[src/rtl/cpu_pkg.sv]
// Shared CPU definitions: default widths, instruction field slices, branch target
// arithmetic and the fetch FSM state encoding.
package cpu_pkg;

    localparam int unsigned CpuAddrW = 16;
    localparam int unsigned CpuDataW = 16;

    typedef enum logic [1:0] {
        StIdle,
        StReq,
        StDone,
        StHalted
    } fetch_state_e;

    function automatic logic [1:0] instr_op(input logic [CpuDataW-1:0] instr);
        return instr[15:14];
    endfunction

    function automatic logic [2:0] instr_ra(input logic [CpuDataW-1:0] instr);
        return instr[13:11];
    endfunction

    function automatic logic [2:0] instr_rb(input logic [CpuDataW-1:0] instr);
        return instr[10:8];
    endfunction

    function automatic logic [3:0] instr_opcode(input logic [CpuDataW-1:0] instr);
        return instr[7:4];
    endfunction

    function automatic logic [7:0] instr_d8(input logic [CpuDataW-1:0] instr);
        return instr[7:0];
    endfunction

    // pc + 1 + sext(d8), modulo 2^CpuAddrW
    function automatic logic [CpuAddrW-1:0] branch_target(input logic [CpuAddrW-1:0] pc,
                                                          input logic [7:0]          d8);
        return pc + CpuAddrW'(1) + {{(CpuAddrW-8){d8[7]}}, d8};
    endfunction

endpackage

[src/rtl/pc_next.sv]
// Combinational next-PC adder: pc+1, or pc+1+sext(disp) when the branch is taken.
module pc_next #(
    parameter int unsigned ADDR_W = 16
) (
    input  logic [ADDR_W-1:0] pc_i,
    input  logic              br_take_i,
    input  logic [7:0]        br_disp_i,
    output logic [ADDR_W-1:0] pc_next_o
);

    logic [ADDR_W-1:0] disp_ext;

    always_comb begin
        disp_ext  = br_take_i ? {{(ADDR_W-8){br_disp_i[7]}}, br_disp_i} : '0;
        pc_next_o = pc_i + ADDR_W'(1) + disp_ext;
    end

endmodule

[src/rtl/fetch_unit.sv]
// Instruction fetch stage: PC, instruction register, memory read handshake with
// ack timeout, PC update and halt handling for the multicycle controller.
module fetch_unit
    import cpu_pkg::*;
#(
    parameter int unsigned       ADDR_W      = CpuAddrW,
    parameter int unsigned       DATA_W      = CpuDataW,
    parameter logic [ADDR_W-1:0] RESET_PC    = '0,
    parameter int unsigned       ACK_TIMEOUT = 15
) (
    input  logic              clk,
    input  logic              rst,
    input  logic              fetch_req,
    input  logic              pc_upd,
    input  logic              br_take,
    input  logic [7:0]        br_disp,
    input  logic              halt,
    output logic [ADDR_W-1:0] mem_addr,
    output logic              mem_rd,
    input  logic [DATA_W-1:0] mem_rdata,
    input  logic              mem_ack,
    output logic [DATA_W-1:0] meirei,
    output logic [ADDR_W-1:0] pc,
    output logic              fetch_done,
    output logic              busy,
    output logic              err
);

    localparam logic [7:0] AckTimeout = 8'(ACK_TIMEOUT);

    fetch_state_e      state_q;
    logic [ADDR_W-1:0] pc_q;
    logic [ADDR_W-1:0] mem_addr_q;
    logic [DATA_W-1:0] meirei_q;
    logic [7:0]        cnt_q;
    logic              mem_rd_q;
    logic              fetch_done_q;
    logic              busy_q;
    logic              err_q;
    logic              halt_pend_q;
    logic [ADDR_W-1:0] pc_nxt;

    pc_next #(
        .ADDR_W(ADDR_W)
    ) u_pc_next (
        .pc_i     (pc_q),
        .br_take_i(br_take),
        .br_disp_i(br_disp),
        .pc_next_o(pc_nxt)
    );

    always_ff @(posedge clk) begin
        if (rst) begin
            state_q      <= StIdle;
            pc_q         <= RESET_PC;
            mem_addr_q   <= '0;
            meirei_q     <= '0;
            cnt_q        <= '0;
            mem_rd_q     <= 1'b0;
            fetch_done_q <= 1'b0;
            busy_q       <= 1'b0;
            err_q        <= 1'b0;
            halt_pend_q  <= 1'b0;
        end else begin
            fetch_done_q <= 1'b0;
            case (state_q)
                StIdle: begin
                    if (halt) begin
                        state_q <= StHalted;
                        busy_q  <= 1'b1;
                    end else if (pc_upd) begin
                        // PC update wins a collision; the dropped request is flagged
                        pc_q <= pc_nxt;
                        if (fetch_req) err_q <= 1'b1;
                    end else if (fetch_req) begin
                        state_q     <= StReq;
                        mem_addr_q  <= pc_q;
                        mem_rd_q    <= 1'b1;
                        busy_q      <= 1'b1;
                        cnt_q       <= '0;
                        halt_pend_q <= 1'b0;
                    end
                end
                StReq: begin
                    if (pc_upd || fetch_req) err_q <= 1'b1;
                    if (mem_ack) begin
                        meirei_q <= mem_rdata;
                        mem_rd_q <= 1'b0;
                        if (halt_pend_q || halt) begin
                            state_q <= StHalted;
                        end else begin
                            state_q      <= StDone;
                            fetch_done_q <= 1'b1;
                        end
                    end else if (cnt_q == AckTimeout - 8'd1) begin
                        cnt_q    <= cnt_q + 8'd1;
                        mem_rd_q <= 1'b0;
                        err_q    <= 1'b1;
                        if (halt_pend_q || halt) begin
                            state_q <= StHalted;
                        end else begin
                            state_q <= StIdle;
                            busy_q  <= 1'b0;
                        end
                    end else begin
                        cnt_q <= cnt_q + 8'd1;
                        if (halt) halt_pend_q <= 1'b1;
                    end
                end
                StDone: begin
                    if (pc_upd || fetch_req) err_q <= 1'b1;
                    if (halt) begin
                        state_q <= StHalted;
                    end else begin
                        state_q <= StIdle;
                        busy_q  <= 1'b0;
                    end
                end
                StHalted: begin
                    if (pc_upd || fetch_req) err_q <= 1'b1;
                end
                default: begin
                    state_q <= StIdle;
                    busy_q  <= 1'b0;
                end
            endcase
        end
    end

    assign mem_addr   = mem_addr_q;
    assign mem_rd     = mem_rd_q;
    assign meirei     = meirei_q;
    assign pc         = pc_q;
    assign fetch_done = fetch_done_q;
    assign busy       = busy_q;
    assign err        = err_q;

endmodule

[config.mk]
export PLATFORM = sky130hd
export DESIGN_NAME = fetch_unit
export DESIGN_NICKNAME = d
export VERILOG_FILES = /design/src/rtl/cpu_pkg.sv /design/src/rtl/pc_next.sv /design/src/rtl/fetch_unit.sv
export SDC_FILE = /design/constraint.sdc
export NUM_CORES = 1
export LEC_CHECK = 0
export ABC_AREA = 1
export BUFFER_PORTS_ARGS = -buffer_cell sky130_fd_sc_hd__buf_2
export CORE_UTILIZATION = 35
export DETAILED_ROUTE_END_ITERATION = 10
export MAX_ROUTING_LAYER = met4
export PLACE_DENSITY = 0.61
export SYNTH_ARGS = -nofsm -noshare
export SYNTH_HDL_FRONTEND = slang
export SYNTH_SLANG_ARGS = --single-unit
[constraint.sdc]
create_clock -name clk -period 1.9 [get_ports clk]
set_input_delay 0.19 -clock clk [delete_from_list [all_inputs] [get_ports clk]]
set_output_delay 0.19 -clock clk [all_outputs]
set_load 0.02 [all_outputs]
### Yosys cells after proc, flatten, opt, wreduce, memory -nomap -nowiden

Cells that the tools add are included.

| word-level totals | value |
|---|---|
| bits in registers | 63 |
| output and inout bits | 52 |
| word-level logic and storage cells | 91 |

| operators by class | value |
|---|---|
| add/subtract/negate cells | 3 |
| eq/ne operators | 17 |
| muxes and demuxes | 41 |
| bitwise operators | 4 |
| reductions and logical operators | 16 |

Operator list:

| kind | count |
|---|---|
| 2-to-1 mux 8 bit | 4 |
| 2-to-1 mux 1 bit | 23 |
| inequality test 2 bit, second input constant | 10 |
| adder 16 x 1 -> 16 bit, second input constant | 1 |
| adder 16 bit | 1 |
| 2-to-1 mux 16 bit | 1 |
| one-hot mux 8 bit (2 select lines) | 1 |
| 2-to-1 mux 2 bit | 7 |
| AND reduction 7 bit | 2 |
| AND reduction 5 bit | 2 |
| inequality test 3 bit, second input constant | 3 |
| adder 8 x 1 -> 8 bit, second input constant | 1 |
| equality test 8 x 4 -> 1 bit, second input constant | 1 |
| AND reduction 4 bit | 2 |
| one-hot mux 1 bit (3 select lines) | 2 |
| one-hot mux 2 bit (3 select lines) | 1 |
| AND reduction 3 bit | 2 |
| equality test 2 bit, second input constant | 2 |
| inverter 1 bit | 4 |
| one-hot mux 1 bit (2 select lines) | 2 |
| nonzero test 3 bit | 1 |
| OR reduction 3 bit | 1 |
| equality test 2 x 1 -> 1 bit, second input constant | 1 |
| zero test 2 bit | 1 |
| other kinds (4) | 5 |

### Logic depth before layout (Yosys ltp)

Gate-level depths: netlist (run 1).

| logic depth | value |
|---|---|
| word-level depth | 5 |
| gate-level depth with buffers | 15 |
| depth with buffers taken out | 14 |

### Hierarchy

Synthesis (run 1) repeated with hierarchy kept, for this count alone.

| unflattened totals | value |
|---|---|
| cells, all modules | 529 |
| area total of the unflattened synthesis | 3562.2 um^2 |

By module, submodules not included:

| module | instances | cells an instance | area an instance (um^2) | sequential area each (um^2) |
|---|---|---|---|---|
| fetch_unit | 1 | 346 | 2561.2 | 1261.2 |
| pc_next | 1 | 183 | 1001.0 | 0.0 |

### Worst setup path after synthesis (run 1)

No wires, ideal clock.

| timing path | value |
|---|---|
| path kind | flip-flop to flip-flop |
| start point | register pc_q[0], in the netlist pc[0] |
| end point | register pc_q[8], in the netlist pc[8] |
| arrival time | 1.771 ns |
| data required time | 1.787 ns |
| path slack | 0.016 ns |
| stages on the path, launching flop included | 14 |
| buffers on the path | 0 |
| cell sequence | dfxtp_1 -> inv_1 -> ha_1 -> inv_1 -> fa_1 -> nand3_1 -> nand2_1 -> nand2_1 -> nand2_1 -> nand2_1 -> nand3_1 -> xor2_1 -> o21ai_1 -> inv_1 |

| between the ends | value |
|---|---|
| word-level cells in the longest chain between the ends | 2 |

Ends and longest elaborated chain:

| item | line | RTL |
|---|---|---|
| from (decl) | fetch_unit.sv:32 | `logic [ADDR_W-1:0] pc_q;` |
| from (signal assigned) | fetch_unit.sv:73 | `pc_q <= pc_nxt;` |
| adder 16 x 1 -> 16 bit | pc_next.sv:15 | `pc_next_o = pc_i + ADDR_W'(1) + disp_ext;` |
| adder 16 bit | pc_next.sv:15 |  |

Every way passes these cells.
A chain may end at the register's enable or synchronous reset.

### Final worst setup path (run 1)

Same ends and word-level chain as after synthesis.

==> impl_metrics.py, run 1 <==
metrics = {
    "clock_network": {
        "insertion_delay_ns": 0.34,
        "htree_levels": 3,
        "cts_tree": "done",
        "clock_sinks": 63,
        "numCtsBuffers": 9,
        "cts-hold-fix-buffers": 0,
        "clock_path_buffers": 2,
        "root_buffer": "clkbuf_8",
        "path_clk_slew_ns": 0.07,
    },
    "power": {
        "power.density_nw_per_um2": 1100,
        "ir_worst_vdd_mv": 0.4976,
        "leakagePower_nw": 2.273,
        "p_seq_share_pct": 36.0,
        "pwr-share-clk_pct": 26.2,
        "p_switching_mw": 1.846,
        "switching_share_pct": 38.47,
        "p_comb_share_pct": 37.8,
        "p_int_mw": 2.952,
    },
    "yosys": {
        "synth_area_um2": 3388,
        "syn_inst": 498,
        "yosysSeqAreaShare_pct": 37.22,
        "avgSynthCellArea_um2": 6.804,
        "yosysWarnings": 0,
        "synth_xor_area_share_pct": 2.585,
        "ys_ff_latch": 63,
        "synthMuxAreaShare_pct": 0,
        "synthesis.nets": 543,
        "synth_top_family_by_area": "simple AND/OR/NAND/NOR gates",
        "synthSimpleGateAreaFrac_pct": 28.80,
        "ys_types": 38,
        "synth_fa_ha_area_share_pct": 5.391,
        "synth_compound_area_share_pct": 15.55,
    },
    "finish": {
        "fillers": 981,
        "final_area_um2": 4363,
        "final-seq-area_um2": 1265,
        "multiInputGateArea_um2": 1866,
        "nNetsFinal": 643,
        "diodes": 0,
        "final_layout_size_suffix_gt1_share_pct": 29.02,
        "areaGrowthSynthToFinish_pct": 28.77,
        "final_util_pct": 46.77,
    },
    "worst_setup_path": {
        "critical_path_class": "reg -> reg",
        "crit_end": "pc[8]",
        "worstPathMaxFanout": 4,
        "path_common_cell": "nand2_2",
        "slowest_delay_ns": 0.38,
        "cp_data_required_time_ns": 2.14,
        "cp-end-kind": "flop",
        "worstReg2RegEnd": "pc[8]",
        "ff2ff_setup_slack_ns": 0.06,
        "worstRegToRegCells": 13,
        "worst_setup_path_start_kind": "flop",
        "slowest_stage": "fa_2",
        "path_cells": "inv_2, ha_4, inv_2, fa_2, nand3_2, nand2_2, nand2_2, nand2_4, nand2_2, nand3_2, xor2_1, o21ai_1, inv_1",
        "r2r-start": "pc[0]",
        "path_depth": 13,
        "crit_buf_inv": 3,
        "startpoint": "pc[0]",
        "critPathTopFamily": "adder cells",
        "cp.arrival_ns": 2.08,
    },
    "sta": {
        "rsz0062_at_grt": "true",
        "worstMarginPinSlew_ns": 0.3939,
        "setup_viol": 0,
        "relSlewSlack_pct": 73.74,
        "layout_min_cycle_time_ns": 1.840,
        "fin_skew_ns": 0.003864,
        "fmax_mhz": 543.5,
        "final_hold_viol_count": 0,
        "finalCritPeriodShare_pct": 96.84,
        "slew_violations": 0,
    },
    "global_route": {
        "grt_pass1_wl_mm": 14.99,
        "grt_max_degree": 26,
        "grt-ovfl-total": 0,
        "antenna_found_initial": 0,
        "grt_usage_pct": 19.57,
        "grt_pass1_vias": 3199,
    },
    "die": {
        "core_area_um2": 9328,
        "start_util_pct": 36.32,
        "die_y_um": 100.4,
        "rows": 35,
        "io_pins": 83,
        "die_x_um": 100.4,
        "fp.dieArea_um2": 10080,
    },
    "detailed_routing": {
        "drcViolationCount": 0,
        "routed_wl_mm": 9.037,
        "vias_per_cell": 4.738,
        "dr.pass1.iters": 4,
        "vias": 3468,
        "wl_per_cell_um": 12.35,
        "first_iter_violations": 121,
        "drtAntennaViolNets": 0,
    },
    "placed_design": {
        "finalWeightedCongestion": 0.8932,
        "dpl.hpwl_mm": 6.765,
        "port_buffers": 82,
        "placed_area_um2": 4039,
    },
    "worst_hold_path": {
        "worstHoldPathType": "in -> reg",
        "hold_depth": 3,
    },
    "outcome": {
        "status": "finished, final reports clean",
    },
    "run": {
        "cap_viol_max_count": 0,
    },
}
layer usage:
metal	vias to the layer above	wire (um)	track usage, %
li1	1791	-	-
met3	9	555	5.641
met4	0	90	5.463
met5	-	0	-
met1	1572	3994	23.20
met2	96	4396	32.35
worst min-delay path: cells and delay by family:
kind | cells | cell delay (ns)
AO/OA/AOI/OAI | 1 | 0.07
buffers and inverters | 1 | 0.07
AND/OR/NAND/NOR | 1 | 0.08
worst min-delay path by stage:
| stage | start | end |
|---|---|---|
| global placement | mem_rdata[11] | meirei[11] |
| global route | mem_rdata[7] | meirei[7] |
| detailed placement | busy | busy |
| CTS | mem_rdata[10] | meirei[10] |
| finish | mem_rdata[10] | meirei[10] |
| floorplan | mem_rdata[0] | meirei[0] |
flip-flops by register name (all words and copies together), names as in the netlist, 2 cells and up:
register and flops:
cnt_q 8, meirei 16, mem_addr 16, pc 16
state_q 2
cell usage in the layout, fill, tap and decap left out, types with 2 or more instances in the layout:
master,instances
nor3_4,3
nand3_1,21
o21ai_1,2
inv_1,58
clkinvlp_4,2
buf_2,82
nor2_2,3
inv_2,13
buf_4,23
o21ai_0,53
clkinv_2,3
a21oi_1,35
a31oi_1,2
nor4_1,2
a21oi_2,2
bufinv_16,2
nor3_1,4
dfxtp_2,3
nand2_2,15
dfxtp_1,60
nand4_1,3
nand2_1,82
clkbuf_8,9
ha_1,10
o21ai_2,2
nand3_2,6
nor2_1,78
xor2_1,9
ha_4,2
synth_stat cells:
library cell / n / share of area, %
clkinv_1: 1 / 0.11
nor2_2: 3 / 0.55
ha_1: 13 / 4.8
nand3b_1: 1 / 0.22
nand2_1: 87 / 9.6
o21ai_1: 2 / 0.30
a41o_1: 1 / 0.30
a31oi_1: 2 / 0.37
inv_1: 61 / 6.8
nand3_1: 26 / 3.8
nand2_2: 11 / 2.0
a21oi_2: 1 / 0.26
nand4_1: 3 / 0.55
and2_1: 1 / 0.18
xor2_1: 9 / 2.3
dfxtp_1: 63 / 37
o32ai_1: 1 / 0.26
fa_1: 1 / 0.59
nor2_1: 78 / 8.6
a311oi_1: 1 / 0.26
nor3_4: 1 / 0.48
a41oi_1: 1 / 0.26
o21ai_0: 54 / 8.0
a21oi_1: 36 / 5.3
nor3_1: 4 / 0.59
nor3_2: 2 / 0.59
clkbuf_1: 10 / 1.1
xnor2_1: 1 / 0.26
clkinv_2: 1 / 0.15
nor4_1: 2 / 0.37
or2_2: 1 / 0.18
o21ai_2: 1 / 0.26
buf_2: 3 / 0.44
buf_6: 1 / 0.33
nand4_4: 1 / 0.63
buf_4: 2 / 0.44
nand3_2: 1 / 0.30
inv_2: 10 / 1.1
through the flow:
stage               instances  hold slack (ns)  power (mW)  worst slack, ns  TNS [ns]
CTS                       730          0.09132       4.754          0.01006         0
global route              732           0.1152       5.157         -0.01964  -0.01964
global placement          714           0.4390       3.447        -0.007691  -0.01142
detailed placement        714           0.4532       3.475         -0.07036   -0.2204
finish                    732           0.1048       4.798          0.06005         0
floorplan                 498           0.3567       2.924          0.01573         0
cell type report:
cell class	instances	area share, %
clock buffer	10	2.925
clock inverter	6	1.950
inverter	73	6.309
multi-input combinational	346	42.76
sequential	63	28.99
tap	129	3.699
timing repair buffer	105	13.36
logic make-up (layout without fill, tap and decap cells):
kind of cell             Yosys count  count (layout)
adder cells (fa/ha/maj)           14              14
flip-flops                        63              63
AND/OR/NAND/NOR                  222             222
XOR/XNOR                          10              10
buffers and inverters             89             194
AO/OA/AOI/OAI                    100             100
power by group through the flow:
stage	clock network [mW]	logic [mW]	registers [mW]
after floorplan	0	0.958	1.97
after global placement	0	1.71	1.74
after detailed placement	0	1.72	1.75
after CTS	1.29	1.74	1.72
after global routing	1.36	2.04	1.76
final	1.26	1.81	1.73
timing repair:
action,4_1_cts,5_1_grt
setup endpoints to repair,5,18
gates resized for setup,2,26
pin swaps,0,10
gates cloned,0,0
setup buffers,0,2
No activity file was read; power rests on OpenSTA's default activity.
==> run 2: changes to the inputs <==
CORE_ASPECT_RATIO = 1.75   (was not set)
REMOVE_ABC_BUFFERS = 1   (was not set)
==> impl_metrics.py, run 2 (synthesized netlist as in run 1, its figures left out) <==
metrics = {
    "outcome": {
        "status": "finished, final reports clean",
    },
    "worst_setup_path": {
        "path_cells": "inv_2, ha_4, inv_2, fa_2, nand3_2, nand2_2, nand2_2, nand2_4, nand2_1, nand3_2, xor2_1, o21ai_1, inv_1",
        "worstPathMaxFanout": 4,
        "slowest_delay_ns": 0.38,
        "ff2ff_setup_slack_ns": 0.10,
        "worstReg2RegEnd": "pc[8]",
        "critical_path_class": "reg -> reg",
        "cp-end-kind": "flop",
        "worst_setup_path_start_kind": "flop",
        "cp.arrival_ns": 2.02,
        "cp_data_required_time_ns": 2.12,
        "worstRegToRegCells": 13,
        "slowest_stage": "fa_2",
        "r2r-start": "pc[0]",
    },
    "placed_design": {
        "dpl.hpwl_mm": 7.124,
        "port_buffers": 82,
        "finalWeightedCongestion": 0.9416,
        "placed_cells": 709,
    },
    "worst_hold_path": {
        "whs_endpoint": "meirei[10]",
        "hold_depth": 3,
        "hold_start": "mem_rdata[10]",
        "worstHoldPathType": "in -> reg",
    },
    "clock_network": {
        "cts_tree": "done",
        "numCtsBuffers": 9,
        "clock_path_buffers": 2,
        "htree_levels": 3,
        "root_buffer": "clkbuf_16",
        "path_clk_slew_ns": 0.05,
        "cts-hold-fix-buffers": 0,
        "insertion_delay_ns": 0.33,
        "clock_sinks": 63,
    },
    "die": {
        "start_util_pct": 36.01,
        "die_y_um": 132.2,
        "die_x_um": 76.38,
        "core_area_um2": 9409,
        "fp.dieArea_um2": 10090,
        "io_pins": 83,
        "rows": 47,
    },
    "global_route": {
        "grt-ovfl-total": 0,
        "grt_max_degree": 30,
        "grt_pass1_wl_mm": 15.59,
        "grt_usage_pct": 20.29,
        "grt_pass1_vias": 3441,
        "antenna_found_initial": 0,
    },
    "finish": {
        "final_util_pct": 47.45,
        "areaGrowthSynthToFinish_pct": 31.76,
        "layout_common_cells": "nand2_1, buf_2, nor2_1",
        "multiInputGateArea_um2": 1864,
        "final_layout_size_suffix_gt1_share_pct": 28.86,
        "final-seq-area_um2": 1265,
        "diodes": 0,
        "fin_cells": 725,
        "fillers": 991,
        "nNetsFinal": 643,
        "final_common_cell": "nand2_1",
    },
    "sta": {
        "fin_skew_ns": 0.004889,
        "finalCritPeriodShare_pct": 94.64,
        "final_hold_viol_count": 0,
        "fmax_mhz": 556.1,
        "relSlewSlack_pct": 75.93,
        "finalSetupTns_ns": 0,
        "layout_min_cycle_time_ns": 1.798,
        "slew_violations": 0,
        "worstMarginPinSlew_ns": 0.3587,
        "setup_viol": 0,
    },
    "detailed_routing": {
        "first_iter_violations": 155,
        "drcViolationCount": 0,
        "routed_wl_mm": 9.362,
        "dr.pass1.iters": 4,
        "wl_per_cell_um": 12.91,
        "vias_per_cell": 4.822,
        "vias": 3496,
        "drtAntennaViolNets": 0,
    },
    "power": {
        "power.total_mw": 5.310,
        "power.density_nw_per_um2": 1189,
        "leakagePower_nw": 2.304,
        "ir_worst_vdd_mv": 0.5410,
    },
    "run": {
        "cap_viol_max_count": 0,
    },
}
-- run 2: critical path: cells and delay by family, from the launching register on --
kind | cells | cell delay (ns)
AND/OR/NAND/NOR | 6 | 0.47
adder cells (fa/ha/maj) | 2 | 0.50
flip-flops | 1 | 0.32
buffers and inverters | 3 | 0.15
XOR/XNOR | 1 | 0.15
AO/OA/AOI/OAI | 1 | 0.11
-- run 2: layout make-up --
class,count,share of cell area (%)
repair buffers,105,13.06
clock buffers,11,5.437
clock inverters,5,1.822
well taps,122,3.419
inverters,73,6.166
flip-flops and latches,63,28.34
multi-input cells,346,41.76
-- run 2: worst max path at each step --
stage,to,slack (ns),from
6_report,pc[8],0.10,pc[0]
5_1_grt,cnt_q[7],-0.02,state_q[1]
4_1_cts,pc[8],0.06,pc[0]
3_5_place_dp,pc[8],-0.09,br_take
3_3_place_gp,pc[8],-0.05,br_take
2_1_floorplan,busy,-0.06,state_q[1]
-- run 2: where the power goes --
part | switching (mW) | leakage, nW | internal (mW)
Combinational | 1.16 | 1.63 | 0.658
Clock | 0.592 | 0.156 | 1.18
Sequential | 0.157 | 0.515 | 1.56
Total | 1.91 | 2.30 | 3.40
-- run 2: metal layers --
metal	global-route usage [%]	vias up	wire length [um]
met5	-	-	0
met4	12.61	0	361
li1	-	1793	-
met3	4.291	25	325
met2	37.74	80	5231
met1	18.34	1598	3444
-- run 2: what timing repair did --
item,4_1_cts,5_1_grt
setup buffers,0,0
resized for setup,3,24
pin swaps,0,7
endpoints found under the setup margin,6,10
gates cloned,0,0
-- run 2: per-stage QoR --
step	area, um2	setup slack, ns	hold WS, ns
after detailed placement	4045	-0.08894	0.4396
after global placement	4045	-0.05477	0.4385
after floorplan	3309	-0.06017	0.2524
after CTS	4377	0.05586	0.1045
final	4464	0.1018	0.1123
after global routing	4464	-0.01594	0.1131
